===== src/rtl/sram22_bridge_pkg.sv =====
// sram22_bridge_pkg: shared types and default sizes for the SRAM22 request bridge
package sram22_bridge_pkg;
  typedef enum logic {INIT, RUN} state_e;
  localparam int DATA_W    = 32;
  localparam int ADDR_W    = 6;
  localparam int WMASK_W   = 1;
  localparam int RSP_D     = 4;
  localparam int RAM_DEPTH = 1 << ADDR_W;
  localparam int CREDIT_W  = $clog2(RSP_D + 1);
endpackage


===== src/rtl/sram22_rsp_fifo.sv =====
// sram22_rsp_fifo: first-word-fall-through response FIFO with async active-high reset
module sram22_rsp_fifo #(
  parameter int WIDTH = 32,
  parameter int DEPTH = 4
) (
  input  logic             clk,
  input  logic             rst,
  input  logic             push_i,
  input  logic [WIDTH-1:0] din_i,
  input  logic             pop_i,
  output logic [WIDTH-1:0] dout_o,
  output logic             full_o,
  output logic             empty_o
);
  localparam int PW = DEPTH > 1 ? $clog2(DEPTH) : 1;
  localparam int NW = $clog2(DEPTH + 1);
  logic [WIDTH-1:0] mem_q [DEPTH];
  logic [PW-1:0] rd_q, wr_q;
  logic [NW-1:0] cnt_q;
  assign dout_o  = mem_q[rd_q];
  assign full_o  = cnt_q == NW'(DEPTH);
  assign empty_o = cnt_q == '0;
  always_ff @(posedge clk) if (push_i) mem_q[wr_q] <= din_i;
  always_ff @(posedge clk or posedge rst)
    if (rst) begin
      rd_q  <= '0;
      wr_q  <= '0;
      cnt_q <= '0;
    end else begin
      if (push_i) wr_q <= wr_q == PW'(DEPTH - 1) ? '0 : wr_q + 1'b1;
      if (pop_i) rd_q <= rd_q == PW'(DEPTH - 1) ? '0 : rd_q + 1'b1;
      cnt_q <= cnt_q + NW'(push_i) - NW'(pop_i);
    end
endmodule


===== src/rtl/sram22_req_bridge.sv =====
// sram22_req_bridge: registered request-to-SRAM22 pin driver with credited in-order read responses
// Optional power-up zeroing sweep enabled by defining SRAM22_INIT_SWEEP_EN.
module sram22_req_bridge
  import sram22_bridge_pkg::*;
#(
  parameter int DATA_WIDTH  = DATA_W,
  parameter int ADDR_WIDTH  = ADDR_W,
  parameter int WMASK_WIDTH = WMASK_W,
  parameter int RSP_DEPTH   = RSP_D
) (
  input  logic                   clk,
  input  logic                   rst,
  input  logic                   req_valid,
  output logic                   req_ready,
  input  logic                   req_we,
  input  logic [WMASK_WIDTH-1:0] req_wmask,
  input  logic [ADDR_WIDTH-1:0]  req_addr,
  input  logic [DATA_WIDTH-1:0]  req_wdata,
  output logic                   rsp_valid,
  input  logic                   rsp_ready,
  output logic [DATA_WIDTH-1:0]  rsp_rdata,
  output logic                   busy,
  output logic                   sram_we,
  output logic [WMASK_WIDTH-1:0] sram_wmask,
  output logic [ADDR_WIDTH-1:0]  sram_addr,
  output logic [DATA_WIDTH-1:0]  sram_din,
  input  logic [DATA_WIDTH-1:0]  sram_dout
);
  localparam int CW = $clog2(RSP_DEPTH + 1);
  state_e state_q;
  logic [CW-1:0] credit_q, credit_d;
  logic s1_q, s2_q;
  logic sram_we_q;
  logic [WMASK_WIDTH-1:0] sram_wmask_q;
  logic [ADDR_WIDTH-1:0] sram_addr_q;
  logic [DATA_WIDTH-1:0] sram_din_q;
  logic acc, rd_acc, pop, empty, full;
`ifdef SRAM22_INIT_SWEEP_EN
  logic [ADDR_WIDTH-1:0] init_cnt_q;
`endif
  assign req_ready  = state_q == RUN && credit_q != '0;
  assign acc        = req_valid && req_ready;
  assign rd_acc     = acc && !req_we;
  assign rsp_valid  = !empty;
  assign pop        = rsp_valid && rsp_ready;
  assign busy       = state_q == INIT || credit_q != CW'(RSP_DEPTH);
  assign sram_we    = sram_we_q;
  assign sram_wmask = sram_wmask_q;
  assign sram_addr  = sram_addr_q;
  assign sram_din   = sram_din_q;
  always_comb credit_d = credit_q - CW'(rd_acc) + CW'(pop);
  always_ff @(posedge clk or posedge rst)
    if (rst) begin
`ifdef SRAM22_INIT_SWEEP_EN
      state_q    <= INIT;
      init_cnt_q <= '0;
`else
      state_q    <= RUN;
`endif
      credit_q     <= CW'(RSP_DEPTH);
      s1_q         <= 1'b0;
      s2_q         <= 1'b0;
      sram_we_q    <= 1'b0;
      sram_wmask_q <= '0;
      sram_addr_q  <= '0;
      sram_din_q   <= '0;
    end else begin
      credit_q <= credit_d;
      s1_q     <= rd_acc;
      s2_q     <= s1_q;
`ifdef SRAM22_INIT_SWEEP_EN
      if (state_q == INIT) begin
        sram_we_q    <= 1'b1;
        sram_wmask_q <= '1;
        sram_addr_q  <= init_cnt_q;
        sram_din_q   <= '0;
        init_cnt_q   <= init_cnt_q + 1'b1;
        if (init_cnt_q == '1) state_q <= RUN;
      end else
`endif
      if (acc) begin
        sram_we_q    <= req_we;
        sram_wmask_q <= req_we ? req_wmask : '0;
        sram_addr_q  <= req_addr;
        sram_din_q   <= req_wdata;
      end else begin
        sram_we_q    <= 1'b0;
        sram_wmask_q <= '0;
      end
    end
  // s2_q alone gates capture, so write-cycle X on dout never reaches the FIFO
  sram22_rsp_fifo #(.WIDTH(DATA_WIDTH), .DEPTH(RSP_DEPTH)) u_fifo (
    .clk     (clk),
    .rst     (rst),
    .push_i  (s2_q),
    .din_i   (sram_dout),
    .pop_i   (pop),
    .dout_o  (rsp_rdata),
    .full_o  (full),
    .empty_o (empty)
  );
  a_no_overflow: assert property (@(posedge clk) disable iff (rst) !(s2_q && full && !pop));
  a_credit_max:  assert property (@(posedge clk) disable iff (rst) credit_q <= CW'(RSP_DEPTH));
endmodule

===== config.mk =====
export PLATFORM = sky130hd
export DESIGN_NAME = sram22_req_bridge
export DESIGN_NICKNAME = d
export VERILOG_FILES = /design/src/rtl/sram22_bridge_pkg.sv /design/src/rtl/sram22_rsp_fifo.sv /design/src/rtl/sram22_req_bridge.sv
export SDC_FILE = /design/constraint.sdc
export NUM_CORES = 1
export LEC_CHECK = 0
export BUFFER_PORTS_ARGS = -buffer_cell sky130_fd_sc_hd__buf_2
export CAP_MARGIN = 20
export CELL_PAD_IN_SITES_DETAIL_PLACEMENT = 0
export CELL_PAD_IN_SITES_GLOBAL_PLACEMENT = 1
export CORE_ASPECT_RATIO = 1.2
export CORE_MARGIN = 3
export CORE_UTILIZATION = 13
export CTS_CLUSTER_DIAMETER = 100
export DETAILED_ROUTE_END_ITERATION = 16
export PLACE_DENSITY_LB_ADDON = 0.2
export SLEW_MARGIN = 0
export SYNTH_ARGS = -nofsm -noshare
export SYNTH_HDL_FRONTEND = slang
export SYNTH_SLANG_ARGS = --single-unit
export TNS_END_PERCENT = 20

===== constraint.sdc =====
create_clock -name clk -period 1.75 [get_ports clk]
set_input_delay 0.175 -clock clk [delete_from_list [all_inputs] [get_ports clk]]
set_output_delay 0.175 -clock clk [all_outputs]
set_load 0.03 [all_outputs]

==> results of run 1 <==
[what timing repair did]
item,CTS,global route
endpoints found under the hold margin,3,0
hold buffers,1,0
gates resized for setup,0,0
[critical path, stage by stage (launching register included)]
cell,delay [ps]
dfrtp_1,380
o31a_2,350
ha_1,180
ha_1,180
xor2_1,140
[report_power, final]
group          switching, mW  internal, mW  leakage, nW
combinational          0.274        0.0467        0.307
clock                 0.0405         0.155       0.0228
sequential            0.0262         0.108       0.0350
total                  0.340         0.310        0.365
[final cells by class]
cell class / instances / area (um^2)
Clock buffer: 4 / 45.0
Tap cell: 60 / 75.1
Sequential cell: 3 / 75.1
Fill cell: 604 / 4510
Multi-Input combinational cell: 79 / 328
Inverter: 5 / 18.8
Timing Repair Buffer: 4 / 25.0
[per-layer routing]
| layer | vias up | routed length [um] |
|---|---|---|
| met5 | - | 0 |
| met2 | 48 | 360 |
| met4 | 0 | 19 |
| met1 | 114 | 166 |
| met3 | 4 | 212 |
| li1 | 128 | - |
[cells in the mapped netlist, drive strengths merged]
cell and count:
or3 1, dfrtp 3, inv 5, ha 2
conb 2, buf 74, o31a 1, xor2 1
[metrics by stage]
| step | setup slack (ps) | power (mW) | hold WS (ps) | instance area [um^2] |
|---|---|---|---|---|
| finish | 401 | 0.650 | 338 | 567 |
| global route | 332 | 0.703 | 360 | 567 |
| CTS | 394 | 0.657 | 337 | 567 |
| detailed placement | 397 | 0.454 | 55.1 | 512 |
| global placement | 429 | 0.441 | 39.7 | 512 |
| floorplan | 449 | 0.548 | -71.4 | 977 |
[cells by family after synthesis]
| kind of cell | count (synthesis) | synth area share, % |
|---|---|---|
| buf+inv | 79 | 81.2 |
| flops | 3 | 10.6 |
| fa+ha+maj | 2 | 3.54 |
| other cells | 2 | 1.06 |
| compound gates | 1 | 1.42 |
| xor+xnor | 1 | 1.24 |
| simple gates | 1 | 0.886 |
[how the worst max path moves through the flow]
stage,to,cells past startpoint,start,slack [ps]
floorplan,u_fifo.cnt_q[2],4,u_fifo.cnt_q[1],450
detailed placement,u_fifo.cnt_q[2],4,u_fifo.cnt_q[1],400
finish,u_fifo.cnt_q[2],4,u_fifo.cnt_q[1],400
global route,u_fifo.cnt_q[2],4,u_fifo.cnt_q[1],330
CTS,u_fifo.cnt_q[2],4,u_fifo.cnt_q[1],390
global placement,u_fifo.cnt_q[2],4,u_fifo.cnt_q[1],430
[placed cells by master, fill, tap and decap left out, drive strengths merged]
master	netlist	layout
ha	2	2
xor2	1	1
dfrtp	3	3
clkbuf	0	4
or3	1	1
inv	5	5
dlygate4sd3	0	1
conb	2	74
o31a	1	1
buf	74	3
==> metrics.cfg, run 1 <==
[clocking]
clock_sinks = 3
path_clk_slew_ps = 30
cts_tree = yes
cts_buffer_depth = 2
clock_latency_ps = 210
cts_setup_buffers = 0
cts_max_level = 1
cts_made_buffers = 3
root_buffer = clkbuf_8

[global_routing]
antenna_found_initial = 0
met2_usage_pct = 2.77
grt_pass1_vias = 166
grt_use_total_pct = 1.85
busiest_layer = met2
grt_pass1_wl_um = 807
overflow = 0
grtUsageMet1_pct = 1.45
grt_max_degree = 4
met3_usage_pct = 1.39

[final_layout]
reg.largest.list = u_fifo.cnt_q (3)
final_util_pct = 11.2
drive_gt1_share_pct = 7.37
diodes = 0
area.growth.synth_to_final_pct = -19.8
nets = 174
largest_register_ffs = 3
regMostFlops = u_fifo.cnt_q
fin_cells = 155

[timing]
fin_setup_tns_ps = 0
rsz0062_at_grt = false
setup_viol = 0
min_period_ps = 1350
fmax_mhz = 741
finalHoldViolCount = 0
finClkSkew_ps = 0.0634
drv_slew = 0
final.period_utilization_pct = 77.1

[status]
status = finished clean

[synth]
yosysTopAreaCell = buf_4
ys_seq_elements = 3
syn_inst = 89
yosysSeqAreaShare_pct = 10.6
ys_types = 8
synth.avg_cell_area_um2 = 7.94
yosysTopAreaCellShare_pct = 78.6
yosysWarnings = 1
synth.area.top_cells = buf_4 79%, dfrtp_1 11%, ha_1 3.5%
syn-cell-area_um2 = 707

[die]
core_um2 = 5080
start_util_pct = 13.9
die_y_um = 86.8
io_pins = 151
die-width_um = 73.3
num_rows = 28
die_area_um2 = 6360

[setup_path]
required_ps = 1840
cp.arrival_ps = 1440
rr_worst_depth = 4
r2r_start = u_fifo.cnt_q[1]
r2r_slack_ps = 400
reg2reg_to = u_fifo.cnt_q[2]
start_kind = flip-flop
endpoint_kind = flip-flop
path_class = flip-flop to flip-flop
worstPathMaxFanout = 3

[route]
dr.first_iter.drc_count = 0
wl_per_cell_um = 4.89
drt.antenna.violating_nets = 0
routed_wl_um = 758
drcViolationCount = 0
vias = 294
first_pass_iters = 1
drt-vias-per-instance = 1.90

[hold_path]
hold_depth = 4
worstHoldPathType = primary input to flip-flop
hp-start = rsp_ready
min_to = u_fifo.cnt_q[0]

[place]
place_hpwl_um = 729
gp_congestion = 0.573
portBuffers = 3
dp.cells = 150

[power]
p_per_area_nw_per_um2 = 1150
peakVddDrop_mv = 0.199
total_leakage_power_nw = 0.365

[job]
maxCapViolations = 0

No activity file was read; power rests on OpenSTA's default activity.
==> inputs of run 2 (changes only) <==
--- a/config.mk
+++ b/config.mk
@@ -5,6 +5,7 @@
 export SDC_FILE = /design/constraint.sdc
 export NUM_CORES = 1
 export LEC_CHECK = 0
+export ABC_AREA = 1
 export BUFFER_PORTS_ARGS = -buffer_cell sky130_fd_sc_hd__buf_2
 export CAP_MARGIN = 20
 export CELL_PAD_IN_SITES_DETAIL_PLACEMENT = 0
==> constraint.sdc (replaced) <==
create_clock -name clk -period 1.26 [get_ports clk]
set_input_delay 0.126 -clock clk [delete_from_list [all_inputs] [get_ports clk]]
set_output_delay 0.126 -clock clk [all_outputs]
set_load 0.03 [all_outputs]
==> metrics.cfg, run 2 <==
[route]
vias = 320  ; +8.8%
drt.antenna.violating_nets = 0  ; unchanged
drcViolationCount = 0  ; unchanged
drt-vias-per-instance = 2.00  ; +5.4%
first_pass_iters = 1  ; unchanged
wl_per_cell_um = 5.24  ; +7.2%
routed_wl_um = 839  ; +11%
dr.first_iter.drc_count = 0  ; unchanged

[synth]
synth_most_common_cell = buf_4
synth-edff-count = 0  ; unchanged
synth_mux_area_share_pct = 0  ; unchanged
yosysTopAreaCellShare_pct = 77.8  ; -0.83 points
syn_inst = 92  ; +3.4%
ys_top_cells_by_count = 74 x buf_4, 7 x inv_1, 3 x dfrtp_1, 2 x conb_1, 2 x ha_1
synth.area.top_cells = buf_4 78%, dfrtp_1 11%, inv_1 3.7%
yosysWarnings = 1  ; unchanged
synth-compound-area-share_pct = 1.23  ; -0.19 points
ys_types = 9  ; +1
syn-cell-area_um2 = 714  ; +1.1%
yosysSeqAreaShare_pct = 10.5  ; -0.11 points
synth_flop_cell = dfrtp_1
synth_xor_xnor_area_share_pct = 1.23  ; -0.013 points
yosysTopAreaCell = buf_4
ys_seq_elements = 3  ; unchanged
synthSimpleGateAreaFrac_pct = 1.05  ; +0.17 points
synth_adder_area_share_pct = 3.50  ; -0.037 points
async_reset_ff_share_pct = 100  ; unchanged
synth.avg_cell_area_um2 = 7.77  ; -2.2%
synth_top_family_by_area = buffers and inverters

[setup_path]
endpoint_kind = flip-flop
start_kind = flip-flop
r2r_slack_ps = 60  ; -340 ps
setup.worst_path.start = u_fifo.cnt_q[0]
required_ps = 1370  ; -470 ps
cp.arrival_ps = 1310  ; -130 ps
path_class = flip-flop to flip-flop
cp-endpoint = u_fifo.cnt_q[1]
rr_worst_depth = 5  ; +1
r2r_start = u_fifo.cnt_q[0]
reg2reg_to = u_fifo.cnt_q[1]
worstPathMaxFanout = 2  ; -1

[global_routing]
antenna_found_initial = 0  ; unchanged
overflow = 0  ; unchanged
grt_max_degree = 4  ; unchanged
grt_use_total_pct = 2.13  ; +0.27 points
grt_pass1_wl_um = 869  ; +7.7%
grt_pass1_vias = 203  ; +22%

[place]
place_ws_ps = 17.4  ; -379 ps
gp_congestion = 0.542  ; -5.4%
place_hpwl_um = 758  ; +4.0%
dp.cells = 153  ; +2.0%
portBuffers = 3  ; unchanged
placed_area_um2 = 519  ; +1.5%

[final_layout]
regMostFlops = u_fifo.cnt_q
diodes = 0  ; unchanged
final_common_cell = conb_1
fin_cells = 160  ; +3.2%
fin_area_um2 = 597  ; +5.3%
largest_register_ffs = 3  ; unchanged
drive_gt1_share_pct = 12.0  ; +4.6 points
area.growth.synth_to_final_pct = -16.5
reg.largest.list = u_fifo.cnt_q (3)
layout_common_cells = 74 x conb_1, 7 x inv_1, 3 x clkbuf_8, 3 x buf_2, 3 x dfrtp_1
final_util_pct = 11.7  ; +0.51 points
nets = 179  ; +2.9%

[timing]
finClkSkew_ps = 0.413  ; +0.349 ps
hold_ws_ps = 315  ; -22.7 ps
drv_slew = 0  ; unchanged
min_period_ps = 1200  ; -153 ps
fmax_mhz = 836  ; +13%
finalHoldViolCount = 0  ; unchanged
final.period_utilization_pct = 95.0  ; +18 points
finalWorstSetupSlack_ps = 63.6  ; -337 ps
setup_viol = 0  ; unchanged
rsz0062_at_grt = false
fin_setup_tns_ps = 0  ; unchanged

[status]
status = finished clean

[clocking]
cts_max_level = 1  ; unchanged
root_buffer = clkbuf_8
cts_tree = yes
cts_buffer_depth = 2  ; unchanged
clock_sinks = 3  ; unchanged
path_clk_slew_ps = 30  ; about the same
cts_made_buffers = 3  ; unchanged
clock_latency_ps = 220  ; about the same

[die]
die-width_um = 73.7  ; +0.49%
io_pins = 151  ; unchanged
num_rows = 28  ; unchanged
die_area_um2 = 6430  ; +0.99%
core_um2 = 5110  ; +0.69%
start_util_pct = 14.0  ; +0.051 points
die_y_um = 87.2  ; +0.50%

[power]
total_leakage_power_nw = 0.383  ; +4.9%
p_total_mw = 1.00  ; +54%
p_per_area_nw_per_um2 = 1680  ; +46%
peakVddDrop_mv = 0.197  ; -0.85%

[job]
maxCapViolations = 0  ; unchanged

[hold_path]
worstHoldPathType = primary input to asynchronous set/reset pin

-- run 2: cell count changes after synthesis --
cell     previous run  this run
o31a_2              1         0
or3_1               1         0
a21oi_2             0         1
nand2_1             0         1
nor2_1              0         1
inv_1               5         7
-- run 2: worst min-delay path by stage --
| stage | to | depth (start not counted) |
|---|---|---|
| 6_report | u_fifo.cnt_q[2] | 3 |
| 5_1_grt | u_fifo.cnt_q[0] | 3 |
| 4_1_cts | u_fifo.cnt_q[0] | 3 |
| 3_5_place_dp | u_fifo.cnt_q[1] | 2 |
| 3_3_place_gp | u_fifo.cnt_q[0] | 2 |
| 2_1_floorplan | u_fifo.cnt_q[0] | 1 |
-- run 2: kinds of logic after synthesis --
group,Yosys count
AOI/OAI and AO/OA,1
and+or+nand+nor,2
DFF,3
buffers and inverters,81
xor gates and xnor gates,1
other,2
adders and majority gates,2
-- run 2: power by group --
group	switching, mW	leakage [nW]	internal [mW]	total (mW)
registers	0.0329	0.0350	0.150	0.183
logic	0.422	0.325	0.117	0.538
clock network	0.0631	0.0228	0.216	0.279
-- run 2: final cells by class --
class,instances,area [um^2]
multi-input combinational,80,335
clock buffer,4,45.0
sequential,3,75.1
timing repair buffer,6,40.0
tap,60,75.1
fill,615,4520
inverter,7,26.3
-- run 2: critical path, stage by stage (launching register included) --
cell	delay (ps)
dfrtp_1	370
nor2_2	140
a21oi_2	70
ha_2	170
ha_2	310
inv_1	30
-- run 2: layer usage --
layer | share of wire, % | track usage [%] | wire length (um) | vias to the layer above
met5 | 0 | 0 | 0 | -
met4 | 3.2 | 2.97 | 27 | 0
met3 | 26 | 1.85 | 218 | 4
met2 | 53 | 3.47 | 443 | 49
met1 | 18 | 0.965 | 149 | 127
li1 | - | - | - | 140
-- run 2: what timing repair did --
| item | in CTS | in global routing |
|---|---|---|
| setup endpoints to repair | 0 | 2 |
| hold buffers | 1 | 0 |
| buffers inserted | 0 | 2 |
| hold endpoints to repair | 3 | 0 |
| resized for setup | 0 | 3 |
